**src/rtl/lcd_refresh_controller.sv**
```systemverilog
// HD44780 2x16 LCD driver: powers up the panel in 4-bit mode, then endlessly
// copies the 32-entry character RAM to the display, one nibble strobe at a time.
module lcd_refresh_controller #(
    parameter int ADDR_WIDTH   = 8,
    parameter int DATA_WIDTH   = 16,
    parameter int POWERUP_WAIT = 750000,
    parameter int E_PULSE      = 12,
    parameter int NIBBLE_GAP   = 50,
    parameter int CMD_WAIT     = 2000,
    parameter int CLEAR_WAIT   = 82000
) (
    input  logic                  Clock,
    input  logic                  Reset,
    output logic [ADDR_WIDTH-1:0] oReadAddress,
    input  logic [DATA_WIDTH-1:0] iReadData,
    output logic                  oLCD_E,
    output logic                  oLCD_RS,
    output logic                  oLCD_RW,
    output logic [3:0]            oLCD_Data,
    output logic                  oInitDone,
    output logic                  oFrameDone
);

    // Every wait lasts at least one cycle. The nibble gap includes the
    // one-cycle data setup before E, so its idle part is one shorter.
    localparam int PW_LEN  = (POWERUP_WAIT < 1) ? 1 : POWERUP_WAIT;
    localparam int PW3_LEN = (POWERUP_WAIT / 3 < 1) ? 1 : POWERUP_WAIT / 3;
    localparam int EP_LEN  = (E_PULSE < 1) ? 1 : E_PULSE;
    localparam int GAP_LEN = (NIBBLE_GAP - 1 < 1) ? 1 : NIBBLE_GAP - 1;
    localparam int CW_LEN  = (CMD_WAIT < 1) ? 1 : CMD_WAIT;
    localparam int CLR_LEN = (CLEAR_WAIT < 1) ? 1 : CLEAR_WAIT;
    localparam int MAX_A   = (PW_LEN > CLR_LEN) ? PW_LEN : CLR_LEN;
    localparam int MAX_B   = (CW_LEN > EP_LEN) ? CW_LEN : EP_LEN;
    localparam int MAX_C   = (MAX_A > MAX_B) ? MAX_A : MAX_B;
    localparam int MAX_LEN = (MAX_C > GAP_LEN) ? MAX_C : GAP_LEN;
    localparam int CNT_W   = $clog2(MAX_LEN + 2);

    localparam logic [2:0] ST_PWR_WAIT  = 3'd0;
    localparam logic [2:0] ST_INIT_NIB  = 3'd1;
    localparam logic [2:0] ST_CFG       = 3'd2;
    localparam logic [2:0] ST_SET_ADDR  = 3'd3;
    localparam logic [2:0] ST_FETCH     = 3'd4;
    localparam logic [2:0] ST_SEND_CHAR = 3'd5;

    localparam logic [1:0] PH_SETUP = 2'd0;
    localparam logic [1:0] PH_PULSE = 2'd1;
    localparam logic [1:0] PH_GAP   = 2'd2;
    localparam logic [1:0] PH_POST  = 2'd3;

    logic [2:0]       state_q, state_d;
    logic [1:0]       phase_q, phase_d;
    logic             lower_q, lower_d;
    logic [CNT_W-1:0] cnt_q, cnt_d, cnt_tgt;
    logic [1:0]       step_q, step_d;
    logic [4:0]       idx_q, idx_d;
    logic [7:0]       char_q, char_d;
    logic             e_q, e_d;
    logic             rs_q, rs_d;
    logic [3:0]       data_q, data_d;
    logic             init_done_q, init_done_d;
    logic             frame_done_q, frame_done_d;
    logic             cnt_done;
    logic             xfer_d;
    logic [7:0]       tx_byte;
    logic             unused_read_bits;

    assign unused_read_bits = ^iReadData[DATA_WIDTH-1:8];

    always_comb begin
        cnt_tgt = '0;
        case (state_q)
            ST_PWR_WAIT: cnt_tgt = CNT_W'(PW_LEN - 1);
            ST_FETCH:    cnt_tgt = CNT_W'(1);
            default: begin
                case (phase_q)
                    PH_PULSE: cnt_tgt = CNT_W'(EP_LEN - 1);
                    PH_GAP:   cnt_tgt = CNT_W'(GAP_LEN - 1);
                    PH_POST: begin
                        if (state_q == ST_INIT_NIB && step_q == 2'd0)
                            cnt_tgt = CNT_W'(PW3_LEN - 1);
                        else if (state_q == ST_CFG && step_q == 2'd3)
                            cnt_tgt = CNT_W'(CLR_LEN - 1);
                        else
                            cnt_tgt = CNT_W'(CW_LEN - 1);
                    end
                    default:  cnt_tgt = '0;
                endcase
            end
        endcase
    end

    always_comb begin
        state_d      = state_q;
        phase_d      = phase_q;
        lower_d      = lower_q;
        cnt_d        = cnt_q;
        step_d       = step_q;
        idx_d        = idx_q;
        char_d       = char_q;
        init_done_d  = init_done_q;
        frame_done_d = 1'b0;
        rs_d         = rs_q;
        data_d       = data_q;
        tx_byte      = 8'h00;
        cnt_done     = (cnt_q == cnt_tgt);

        case (state_q)
            ST_PWR_WAIT: begin
                if (cnt_done) begin
                    cnt_d   = '0;
                    state_d = ST_INIT_NIB;
                    step_d  = 2'd0;
                    phase_d = PH_SETUP;
                    lower_d = 1'b0;
                end else begin
                    cnt_d = cnt_q + 1'b1;
                end
            end
            ST_FETCH: begin
                // Address has been stable for a cycle; RAM data is valid now.
                if (cnt_done) begin
                    cnt_d   = '0;
                    char_d  = iReadData[7:0];
                    state_d = ST_SEND_CHAR;
                    phase_d = PH_SETUP;
                    lower_d = 1'b0;
                end else begin
                    cnt_d = cnt_q + 1'b1;
                end
            end
            ST_INIT_NIB, ST_CFG, ST_SET_ADDR, ST_SEND_CHAR: begin
                if (!cnt_done) begin
                    cnt_d = cnt_q + 1'b1;
                end else begin
                    cnt_d = '0;
                    case (phase_q)
                        PH_SETUP: phase_d = PH_PULSE;
                        PH_PULSE: phase_d = (!lower_q && state_q != ST_INIT_NIB) ? PH_GAP : PH_POST;
                        PH_GAP: begin
                            lower_d = 1'b1;
                            phase_d = PH_SETUP;
                        end
                        default: begin
                            lower_d = 1'b0;
                            phase_d = PH_SETUP;
                            case (state_q)
                                ST_INIT_NIB: begin
                                    step_d = step_q + 2'd1;
                                    if (step_q == 2'd3)
                                        state_d = ST_CFG;
                                end
                                ST_CFG: begin
                                    step_d = step_q + 2'd1;
                                    if (step_q == 2'd3) begin
                                        init_done_d = 1'b1;
                                        idx_d       = 5'd0;
                                        state_d     = ST_SET_ADDR;
                                    end
                                end
                                ST_SET_ADDR: state_d = ST_FETCH;
                                default: begin
                                    idx_d = idx_q + 5'd1;
                                    if (idx_q == 5'd31) begin
                                        frame_done_d = 1'b1;
                                        state_d      = ST_SET_ADDR;
                                    end else if (idx_q == 5'd15) begin
                                        state_d = ST_SET_ADDR;
                                    end else begin
                                        state_d = ST_FETCH;
                                    end
                                end
                            endcase
                        end
                    endcase
                end
            end
            default: begin
                state_d = ST_PWR_WAIT;
                cnt_d   = '0;
            end
        endcase

        // Output nibble/RS are loaded on entry to setup and then left alone,
        // which gives the hold-after-E-fall for free.
        case (state_d)
            ST_INIT_NIB: tx_byte = (step_d == 2'd3) ? 8'h20 : 8'h30;
            ST_CFG: begin
                case (step_d)
                    2'd0:    tx_byte = 8'h28;
                    2'd1:    tx_byte = 8'h06;
                    2'd2:    tx_byte = 8'h0C;
                    default: tx_byte = 8'h01;
                endcase
            end
            ST_SET_ADDR:  tx_byte = idx_d[4] ? 8'hC0 : 8'h80;
            ST_SEND_CHAR: tx_byte = char_d;
            default:      tx_byte = 8'h00;
        endcase

        xfer_d = (state_d == ST_INIT_NIB) || (state_d == ST_CFG) ||
                 (state_d == ST_SET_ADDR) || (state_d == ST_SEND_CHAR);
        if (xfer_d && phase_d == PH_SETUP) begin
            data_d = lower_d ? tx_byte[3:0] : tx_byte[7:4];
            rs_d   = (state_d == ST_SEND_CHAR);
        end
        e_d = xfer_d && (phase_d == PH_PULSE);
    end

    always_ff @(posedge Clock) begin
        if (Reset) begin
            state_q      <= ST_PWR_WAIT;
            phase_q      <= PH_SETUP;
            lower_q      <= 1'b0;
            cnt_q        <= '0;
            step_q       <= 2'd0;
            idx_q        <= 5'd0;
            char_q       <= 8'h00;
            e_q          <= 1'b0;
            rs_q         <= 1'b0;
            data_q       <= 4'h0;
            init_done_q  <= 1'b0;
            frame_done_q <= 1'b0;
        end else begin
            state_q      <= state_d;
            phase_q      <= phase_d;
            lower_q      <= lower_d;
            cnt_q        <= cnt_d;
            step_q       <= step_d;
            idx_q        <= idx_d;
            char_q       <= char_d;
            e_q          <= e_d;
            rs_q         <= rs_d;
            data_q       <= data_d;
            init_done_q  <= init_done_d;
            frame_done_q <= frame_done_d;
        end
    end

    assign oReadAddress = ADDR_WIDTH'(idx_q);
    assign oLCD_E       = e_q;
    assign oLCD_RS      = rs_q;
    assign oLCD_RW      = 1'b0;
    assign oLCD_Data    = data_q;
    assign oInitDone    = init_done_q;
    assign oFrameDone   = frame_done_q;

endmodule

```
**config.mk**
```make
export PLATFORM = sky130hd
export DESIGN_NAME = lcd_refresh_controller
export DESIGN_NICKNAME = d
export VERILOG_FILES = /design/src/rtl/lcd_refresh_controller.sv
export SDC_FILE = /design/constraint.sdc
export NUM_CORES = 1
export LEC_CHECK = 0
export ABC_AREA = 1
export CORE_MARGIN = 2
export CORE_UTILIZATION = 60
export DETAILED_ROUTE_END_ITERATION = 8
export GPL_TIMING_DRIVEN = 1
export MAX_ROUTING_LAYER = met4
export PLACE_DENSITY = 0.92
export SYNTH_ARGS = -nofsm -noshare
export SYNTH_HDL_FRONTEND = slang
export SYNTH_SLANG_ARGS = --single-unit
```
**constraint.sdc**
```tcl
create_clock -name Clock -period 7.8 [get_ports Clock]
set_input_delay 1.17 -clock Clock [delete_from_list [all_inputs] [get_ports Clock]]
set_output_delay 1.17 -clock Clock [all_outputs]
set_load 0.05 [all_outputs]
```
==> results of run 1 <==
-- per-layer routing --
metal,wire length [um],share of wire [%]
met1,3220,45
met4,133,1.9
met3,383,5.4
met2,3410,48
met5,0,0
-- metrics by stage --
step,cells,utilization (%),setup WS [ns],hold WS [ns]
6_report,591,69.2,4.11,0.456
5_1_grt,591,69.2,3.85,0.495
4_1_cts,591,69.2,4.22,0.456
3_5_place_dp,583,67.5,4.17,0.443
3_3_place_gp,583,67.5,4.20,0.440
2_1_floorplan,505,-,4.88,0.440
-- area by class of cell --
type,count,area [um^2]
inverter,82,309
clock buffer,5,68.8
clock inverter,3,22.5
fill,438,1600
multi-input combinational,360,1910
timing repair buffer,22,220
sequential,49,981
tap,70,87.6
-- cell usage in the layout, fill, tap and decap left out, drive strengths merged, types with 3 or more instances in the layout --
cell type	count
nor3	13
clkinvlp	3
nand3	39
nor2	83
ha	15
clkdlybuf4s50	22
dfxtp	49
o21ai	22
nor3b	5
a21oi	26
nand2	120
conb	4
xor2	7
nand4	7
inv	80
clkbuf	5
o21a	7
-- state kept, by name, summed over array words and instances (netlist names), 2 cells and up --
signal	flops
cnt_q	20
char_q	8
idx_q	5
oLCD_Data	4
state_q	3
phase_q	2
step_q	2
-- worst max-delay path, stage by stage, from the launching register on --
cell	delay, ns
dfxtp_1	0.45
ha_1	0.31
inv_1	0.13
nor2_1	0.17
nand2_2	0.11
inv_2	0.11
nand3_1	0.08
o21ai_1	0.13
nand2_1	0.08
nor2_1	0.15
nand3_2	0.12
nor2_4	0.17
nand2_1	0.14
inv_1	0.07
nand3_1	0.13
o21ai_0	0.43
inv_1	0.18
ha_1	0.22
o211ai_1	0.17
nand3_1	0.08
nand2_1	0.07
a21oi_1	0.06
-- power by group through the flow --
stage / logic (mW) / clock network [mW] / registers [mW]
CTS: 0.0194 / 0.160 / 0.253
finish: 0.0195 / 0.156 / 0.253
floorplan: 0.0141 / 0 / 0.258
detailed placement: 0.0192 / 0 / 0.258
global route: 0.0216 / 0.167 / 0.253
global placement: 0.0187 / 0 / 0.258
-- cell families (layout without fill, tap and decap cells) --
| group | count (synthesis) | after routing |
|---|---|---|
| AO/OA/AOI/OAI | 61 | 61 |
| XOR/XNOR | 8 | 8 |
| adder cells (fa/ha/maj) | 15 | 15 |
| buffers and inverters | 96 | 112 |
| flip-flops | 49 | 49 |
| other | 1 | 4 |
| AND/OR/NAND/NOR | 272 | 272 |
-- final timing paths --
kind | endpoint | slack [ns] | cells past startpoint | start
max | oLCD_Data[3] | 4.11 | 21 | phase_q[1]
min | oInitDone | 0.46 | 2 | oInitDone
max reg2reg | oLCD_Data[3] | 4.11 | 21 | phase_q[1]
min reg2reg | oInitDone | 0.46 | 2 | oInitDone
==> metrics.md, run 1 <==
| Metric | Value |
|---|---|
| Status | finished clean |
| Die height | 77.9 um |
| Max cap viols | 0 |
| Leading area contributor after synthesis | dfxtp_1 |
| Worst vdd ir | between 0.00008 and 0.00009 V |
| FMAX | between 200 and 300 MHz |
| Setup crit start kind | flop |
| CTS Root Cell | clkbuf_8 |
| Nets | approximately 550 |
| Hold crit path type | flop to flop |
| Post-CTS setup buffers | 0 |
| Grt met2 use | 43.2% |
| Clk slew on worst S/H paths | 0.10 ns |
| Post-synthesis sequential area ratio | around 30% |
| Simple-gate share of the synthesized area | 38.6% |
| Full die area | just over 6000 um^2 |
| Worst-path fanout max | 6 |
| Deepest clock path buffer count | 2 |
| Final hold vios | 0 |
| Post-synth EDFFs | 0 |
| Antenna violations before repair | 0 |
| Gate power share | roughly 4.6% |
| Mux contribution to synthesized area | 0% |
| Min Tclk post-route | approximately 3.7 ns |
| P_sw | ~110 uW |
| Post-DRT Antenna Nets | 0 |
| Clk_skew | 0.00674 ns |
| I/O pins | 35 |
| Pint | 321 uW |
| Worst-Margin Slew | slightly above 0.9 ns |
| Drc violations | 0 |
| Setup TNS | 0 ns |
| Worst Path Arrival | 3.90 ns |
| Top-count cell post-synth | nand2_1 |
| Vias in the first global route | ~2900 |
| Synth Register Bits | 49 |
| Xor/xnor cell area share of the yosys netlist | 2.14% |
| CTS tree | done |
| Synth warnings | 0 |
| Via Count | 3110 |
| GP Congestion | about 0.93 |
| Core Region | about 5200 um^2 |
| M3 GR Usage | around 4.1% |
| Num rows | 26 |
| Area growth syn-to-layout | 9.92% |
| Final Cell Area | approximately 3600 um^2 |
| Share of cells above drive strength 1 | between 8 and 9% |
| Area share of the largest cell type after synthesis | 29.9% |
| P per Cell Area | around 120 nW/um^2 |
| H-tree levels | 2 |
| Cts repair resizes | 0 |
| Top post-synthesis cells by area | dfxtp_1 (30%), nand2_1 (12%), inv_1 (8.5%) |
| Global route overflow | 0 |
| Drt wl/cell | about 12 um |
| Antenna diode count | 0 |
| Clock tree sinks | 49 |
| Synth cell types | 40 |
| Switching share of power | 24.9% |
| Slew margin rel. | a little under two fifths |
| Die W | 77.9 um |
| Post-Synth Adder-Cell Area | 5.73% |
| Inserted Clock Buffers | 5 |
| Unrepaired setup endpoints after global routing | no |
| Synth Cell Area | ~3300 um^2 |
| GRT met1 Usage | a little under 30% |
| Clk pwr share | between 30% and 40% |
| Final wirelength | about 7100 um |
| WP data required | about 8 ns |
| Largest net degree at the start of global routing | 25 |
| Critical path type | flop to flop |
| Total Routing Usage GR | approximately a quarter |
| Static Leak | 1.53 nW |
| Syn Inst Count | about 500 |
| DR vias/cell | between 5 and 6 |
| Setup violators final | 0 |
| Largest family of logic cells by synthesized area | simple AND/OR/NAND/NOR gates |
| Top cells by count, synth | nand2_1 (107), inv_1 (74), nor2_1 (74) |
| 1st-iter DRT viols | around 300 |
| Syn Area/Cell | between 6 and 7 um^2 |
| Sequential Power Share | about three fifths |
| Port Buffers | 22 |
| Pins over their slew limit | 0 |
| Final period utilization | between 40% and 50% |
| Worst Setup End Kind | flop |
| First-pass GRT wire length | roughly 12000 um |
| Skew-Pair Late Insertion Delay | 0.31 ns |
| Initial cell density of the core | between 60 and 70% |
| Synth Flop Type | dfxtp_1 |
| Ys async rst share | 0% |
| DP Area | ~3500 um^2 |
| Total chip power | roughly 430 uW |
| Synth Area in Compound Gates | a little under an eighth |
| Initial DRT Pass Iterations | 5 |
| Post-cts hold buffer count | 0 |
| Post-DP HPWL | between 5000 and 6000 um |
| Layer with the highest usage | met2 |
Note: power is estimated with default switching activity, not from simulation.
==> run 2: changes to the inputs <==
CORE_UTILIZATION = 57   (was 60)
PLACE_DENSITY = 0.88   (was 0.92)
clock period = 3.7 ns   (was 7.8 ns; I/O delays follow)
==> metrics.md, run 2 (synthesis results as in run 1) <==
| Metric | Value |
|---|---|
| Worst-Margin Slew | between 0.5 and 0.6 ns |
| Most flop-heavy register | cnt_q |
| Worst-path fanout max | 6 |
| Top sig layer | met4 |
| Post-DP HPWL | approximately 5500 um |
| Slew margin rel. | 65.6% |
| Drt wl/cell | about 12 um |
| Worst Setup End Kind | flop |
| Critical path, cell by cell | inv_1 -> ha_1 -> nor2_1 -> nand2_2 -> inv_2 -> nand2_1 -> nand3_1 -> nand2_1 -> nor2_1 -> nand3_1 -> nor2_4 -> nand2_1 -> inv_1 -> nand3_1 -> a21oi_1 -> o21ai_0 -> nand2_1 -> inv_1 -> ha_1 -> inv_1 -> a21oi_1 -> nand2_1 -> nand2_1 -> a21oi_1 |
| Largest registers | cnt_q (20), char_q (8), idx_q (5) |
| Largest register FFs | 20 |
| FMAX | a little under 300 MHz |
| Drc violations | 0 |
| Clk_skew | approximately 0.005 ns |
| Pins over their slew limit | 0 |
| Inserted Clock Buffers | 5 |
| Antenna violations before repair | 0 |
| Port Buffers | 22 |
| Total Routing Usage GR | between 20% and 30% |
| Vias in the first global route | around 3000 |
| Min Tclk post-route | ~3.4 ns |
| Final WS setup | 0.321 ns |
| Die W | ~80 um |
| CTS tree | done |
| 1st-iter DRT viols | between 200 and 250 |
| Post-DRT Antenna Nets | 0 |
| Total chip power | 981 uW |
| Antenna diode count | 0 |
| Share of cells above drive strength 1 | approximately a tenth |
| WP buf/inv | 5 |
| Slowest CP cell | dfxtp_2 |
| Clk slew on worst S/H paths | approximately 0.09 ns |
| Full die area | 6370 um^2 |
| Status | finished clean |
| Most frequent cells in the layout | nand2_1 (107), inv_1 (74), nor2_1 (74) |
| Initial cell density of the core | 59.2% |
| Setup crit start kind | flop |
| Skew-Pair Late Insertion Delay | roughly 0.30 ns |
| Core Region | around 5500 um^2 |
| Met2 routed WL | ~3600 um |
| CTS Root Cell | clkbuf_8 |
| First-pass GRT wire length | about 13000 um |
| Post-cts hold buffer count | 0 |
| Commonest non-fill, non-tap cell in the layout | nand2_1 |
| GP Congestion | between 0.9 and 1 |
| Critical path type | flop to flop |
| Nets | ~560 |
| Max cap viols | 0 |
| Final hold vios | 0 |
| Setup TNS | 0 ns |
| Num rows | 27 |
| Setup violators final | 0 |
| Deepest clock path buffer count | 2 |
| DP Area | 3540 um^2 |
| WP data required | 3.89 ns |
| DR vias/cell | 5.21 |
| Fill count | 480 |
| Worst path top cell family by delay | simple AND/OR/NAND/NOR gates |
| Area growth syn-to-layout | 12.0% |
| I/O pins | 35 |
| Die height | between 70 and 80 um |
| CP peak stage delay | between 0.4 and 0.5 ns |
| Largest net degree at the start of global routing | 25 |
| Final period utilization | approximately nine tenths |
| Metal-1 WL | 3320 um |
| Static Leak | between 1.5 and 2 nW |
| Clock tree sinks | 49 |
| Final wirelength | about 7300 um |
| Worst Path Arrival | ~3.6 ns |
| P per Cell Area | between 200 and 300 nW/um^2 |
| H-tree levels | 2 |
| Global route overflow | 0 |
| Worst vdd ir | 0.000168 V |
| Final Cell Area | 3670 um^2 |
| Top cell by count, worst path | nand2_1 |
| Via Count | between 3000 and 4000 |
| DP Worst Slack | a little under 0.2 ns |
| Hold crit path type | flop to flop |
| Met3 wire length | about 270 um |
| Initial DRT Pass Iterations | 5 |
## run 2: changes by cell type in the layout (fill, tap and decap cells not counted), sizes merged
cell,before,now
buf,0,3
clkinvlp,3,1
bufinv,0,1
clkbuf,5,6
## run 2: routing by layer
metal	global-route usage (%)	vias to the layer above
met5	-	-
met1	30.1	1393
met3	2.83	14
met4	9.15	0
li1	-	1614
met2	43.5	87
## run 2: timing repair
| item | CTS | global route |
|---|---|---|
| endpoints found under the setup margin | 0 | 4 |
| resized for setup | 0 | 6 |
| buffers inserted | 0 | 0 |
## run 2: worst paths after layout
kind         depth (start not counted)  slack [ns]            to       start
max                                 24        0.32  oLCD_Data[2]  phase_q[1]
min                                  2        0.46     oInitDone   oInitDone
max reg2reg                         24        0.32  oLCD_Data[2]  phase_q[1]
min reg2reg                          2        0.46     oInitDone   oInitDone
## run 2: per-stage QoR
stage,std cells,utilization [%],hold WS [ns]
after floorplan,505,-,0.440
after global placement,588,63.8,0.440
after detailed placement,588,63.8,0.446
after CTS,596,66.0,0.460
after global routing,596,66.3,0.501
final,596,66.3,0.457
## run 2: cell type report
class / instances / area (um^2) / area share (%)
Clock inverter: 2 / 37.5 / 1.02
Timing Repair Buffer: 25 / 243 / 6.61
Clock buffer: 6 / 82.6 / 2.25
Inverter: 82 / 309 / 8.42
Tap cell: 72 / 90.1 / 2.45
Sequential cell: 49 / 983 / 26.8
Multi-Input combinational cell: 360 / 1930 / 52.5
## run 2: power by group
group          leakage, nW  internal (mW)  switching, mW
combinational         1.11         0.0154         0.0270
clock               0.0574          0.220          0.186
sequential           0.396          0.530        0.00266
## run 2: tightest hold or removal path, stage by stage, from the launching register on
cell     delay (ns)
dfxtp_1        0.32
inv_1          0.05
a21oi_1        0.05
==> run 3: changes to the inputs <==
CELL_PAD_IN_SITES_DETAIL_PLACEMENT = 0   (was unset)
CELL_PAD_IN_SITES_GLOBAL_PLACEMENT = 1   (was unset)
CORE_UTILIZATION = 40   (was 57)
GPL_ROUTABILITY_DRIVEN = 1   (was unset)
==> metrics.md, run 3 (synthesis results as in run 1) <==
| Metric | Value |
|---|---|
| Die height | approximately 95 um |
| Largest register FFs | 20 |
| Worst Setup End Kind | flop |
| Pins over their slew limit | 0 |
| Most flop-heavy register | cnt_q |
| P per Cell Area | ~250 nW/um^2 |
| Hold crit path type | flop to flop |
| Worst hold slack | between 0.4 and 0.5 ns |
| DR vias/cell | just under 5 |
| Worst-Margin Slew | between 0.5 and 0.6 ns |
| Initial cell density of the core | between 40% and 50% |
| Worst Path Arrival | approximately 3.6 ns |
| Slew margin rel. | between 60% and 70% |
| Port Buffers | 22 |
| Worst vdd ir | about 0.00014 V |
| Final hold vios | 0 |
| CTS Root Cell | clkbuf_8 |
| Antenna violations before repair | 0 |
| Drt wl/cell | 11.6 um |
| Drc violations | 0 |
| Critical path type | flop to flop |
| Setup violators final | 0 |
| Final wirelength | approximately 7300 um |
| Clk_skew | about 0.0050 ns |
| Inserted Clock Buffers | 5 |
| Critical path, cell by cell | inv_1 -> ha_1 -> nor2_1 -> nand2_2 -> inv_2 -> nand2_1 -> nand3_1 -> nand2_1 -> nor2_1 -> nand3_1 -> nor2_4 -> nand2_1 -> inv_1 -> nand3_1 -> a21oi_1 -> o21ai_0 -> nand2_1 -> inv_1 -> ha_1 -> o211ai_1 -> nand3_1 -> nand2_1 -> a21oi_1 |
| CTS tree | done |
| WP data required | 3.90 ns |
| H-tree levels | 2 |
| Nets | ~560 |
| CP peak stage delay | around 0.46 ns |
| GP Congestion | ~0.86 |
| Slowest CP cell | dfxtp_1 |
| GRT met1 Usage | between 20% and 30% |
| Cts repair resizes | 0 |
| Full die area | a little under 9000 um^2 |
| Post-DP HPWL | about 5800 um |
| Static Leak | 1.57 nW |
| 1st-iter DRT viols | 144 |
| Post-CTS setup buffers | 0 |
| Placed cell count | roughly 620 |
| Grt met2 use | between 30% and 40% |
| Core Region | between 8000 and 9000 um^2 |
| Clock tree sinks | 49 |
| Die W | 94.5 um |
| Deepest clock path buffer count | 2 |
| Share of cells above drive strength 1 | 9.33% |
| Max cap viols | 0 |
| First-pass GRT wire length | 12400 um |
| Vias in the first global route | 2779 |
| WP buf/inv | 4 |
| Antenna diode count | 0 |
| Via Count | ~3000 |
| Non-Filler Instances | 630 |
| Skew-Pair Late Insertion Delay | 0.30 ns |
| Min Tclk post-route | around 3.4 ns |
| Top cell by count, worst path | nand2_1 |
| Area growth syn-to-layout | 12.4% |
| Post-cts hold buffer count | 0 |
| Setup TNS | 0 ns |
| I/O pins | 35 |
| Status | finished clean |
| Setup crit start kind | flop |
| Post-DRT Antenna Nets | 0 |
| Largest registers | cnt_q (20), char_q (8), idx_q (5) |
| Total Routing Usage GR | between 10% and 20% |
| Num rows | 33 |
| Layer with the highest usage | met2 |
| Unrepaired setup endpoints after global routing | no |
| Worst-path fanout max | 6 |
| FMAX | 295 MHz |
| Global route overflow | 0 |
| Largest net degree at the start of global routing | 25 |
| M3 GR Usage | ~2.6% |
| Most frequent cells in the layout | nand2_1 (107), inv_1 (74), nor2_1 (74) |
| Worst path top cell family by delay | simple AND/OR/NAND/NOR gates |
| Commonest non-fill, non-tap cell in the layout | nand2_1 |
| Final period utilization | 91.6% |
| Initial DRT Pass Iterations | 4 |
| Clk slew on worst S/H paths | ~0.10 ns |
run 3: path summary, 6_finish.rpt:
kind | to | slack [ns] | from | depth (start not counted)
hold / removal | oInitDone | 0.47 | oInitDone | 2
setup / recovery | oLCD_Data[3] | 0.31 | phase_q[1] | 23
setup reg to reg | oLCD_Data[3] | 0.31 | phase_q[1] | 23
hold reg to reg | oInitDone | 0.47 | oInitDone | 2
run 3: where the power goes:
group / leakage (nW) / internal [mW] / switching, mW
registers: 0.395 / 0.530 / 0.00257
clock network: 0.0518 / 0.155 / 0.188
logic: 1.12 / 0.0154 / 0.0272
total: 1.57 / 0.701 / 0.218
run 3: stage by stage:
stage / setup WS [ns] / area, um^2 / utilization (%) / total power, mW
finish: 0.312 / 3690 / 45.5 / 0.918
CTS: 0.220 / 3690 / 45.5 / 0.934
floorplan: 0.779 / 3290 / - / 0.574
global placement: 0.404 / 3590 / 44.3 / 0.586
detailed placement: 0.240 / 3590 / 44.3 / 0.587
global route: 0.0377 / 3690 / 45.5 / 0.962
run 3: final cells by class:
cell class | instances | area (um^2)
multi-input cells | 360 | 1910
clock inverters | 2 | 17.5
clock buffers | 6 | 82.6
flip-flops and latches | 49 | 981
fillers | 897 | 4410
inverters | 82 | 309
well taps | 105 | 131
repair buffers | 26 | 250
run 3: layer usage:
metal	up-vias	share of wire (%)
li1	1612	-
met1	1386	48
met2	29	49
met3	8	1.9
met4	0	0.82
met5	-	0
run 3: tightest hold or removal path: stages (launching register included):
cell     delay (ns)
dfxtp_1        0.32
inv_1          0.05
a21oi_1        0.06
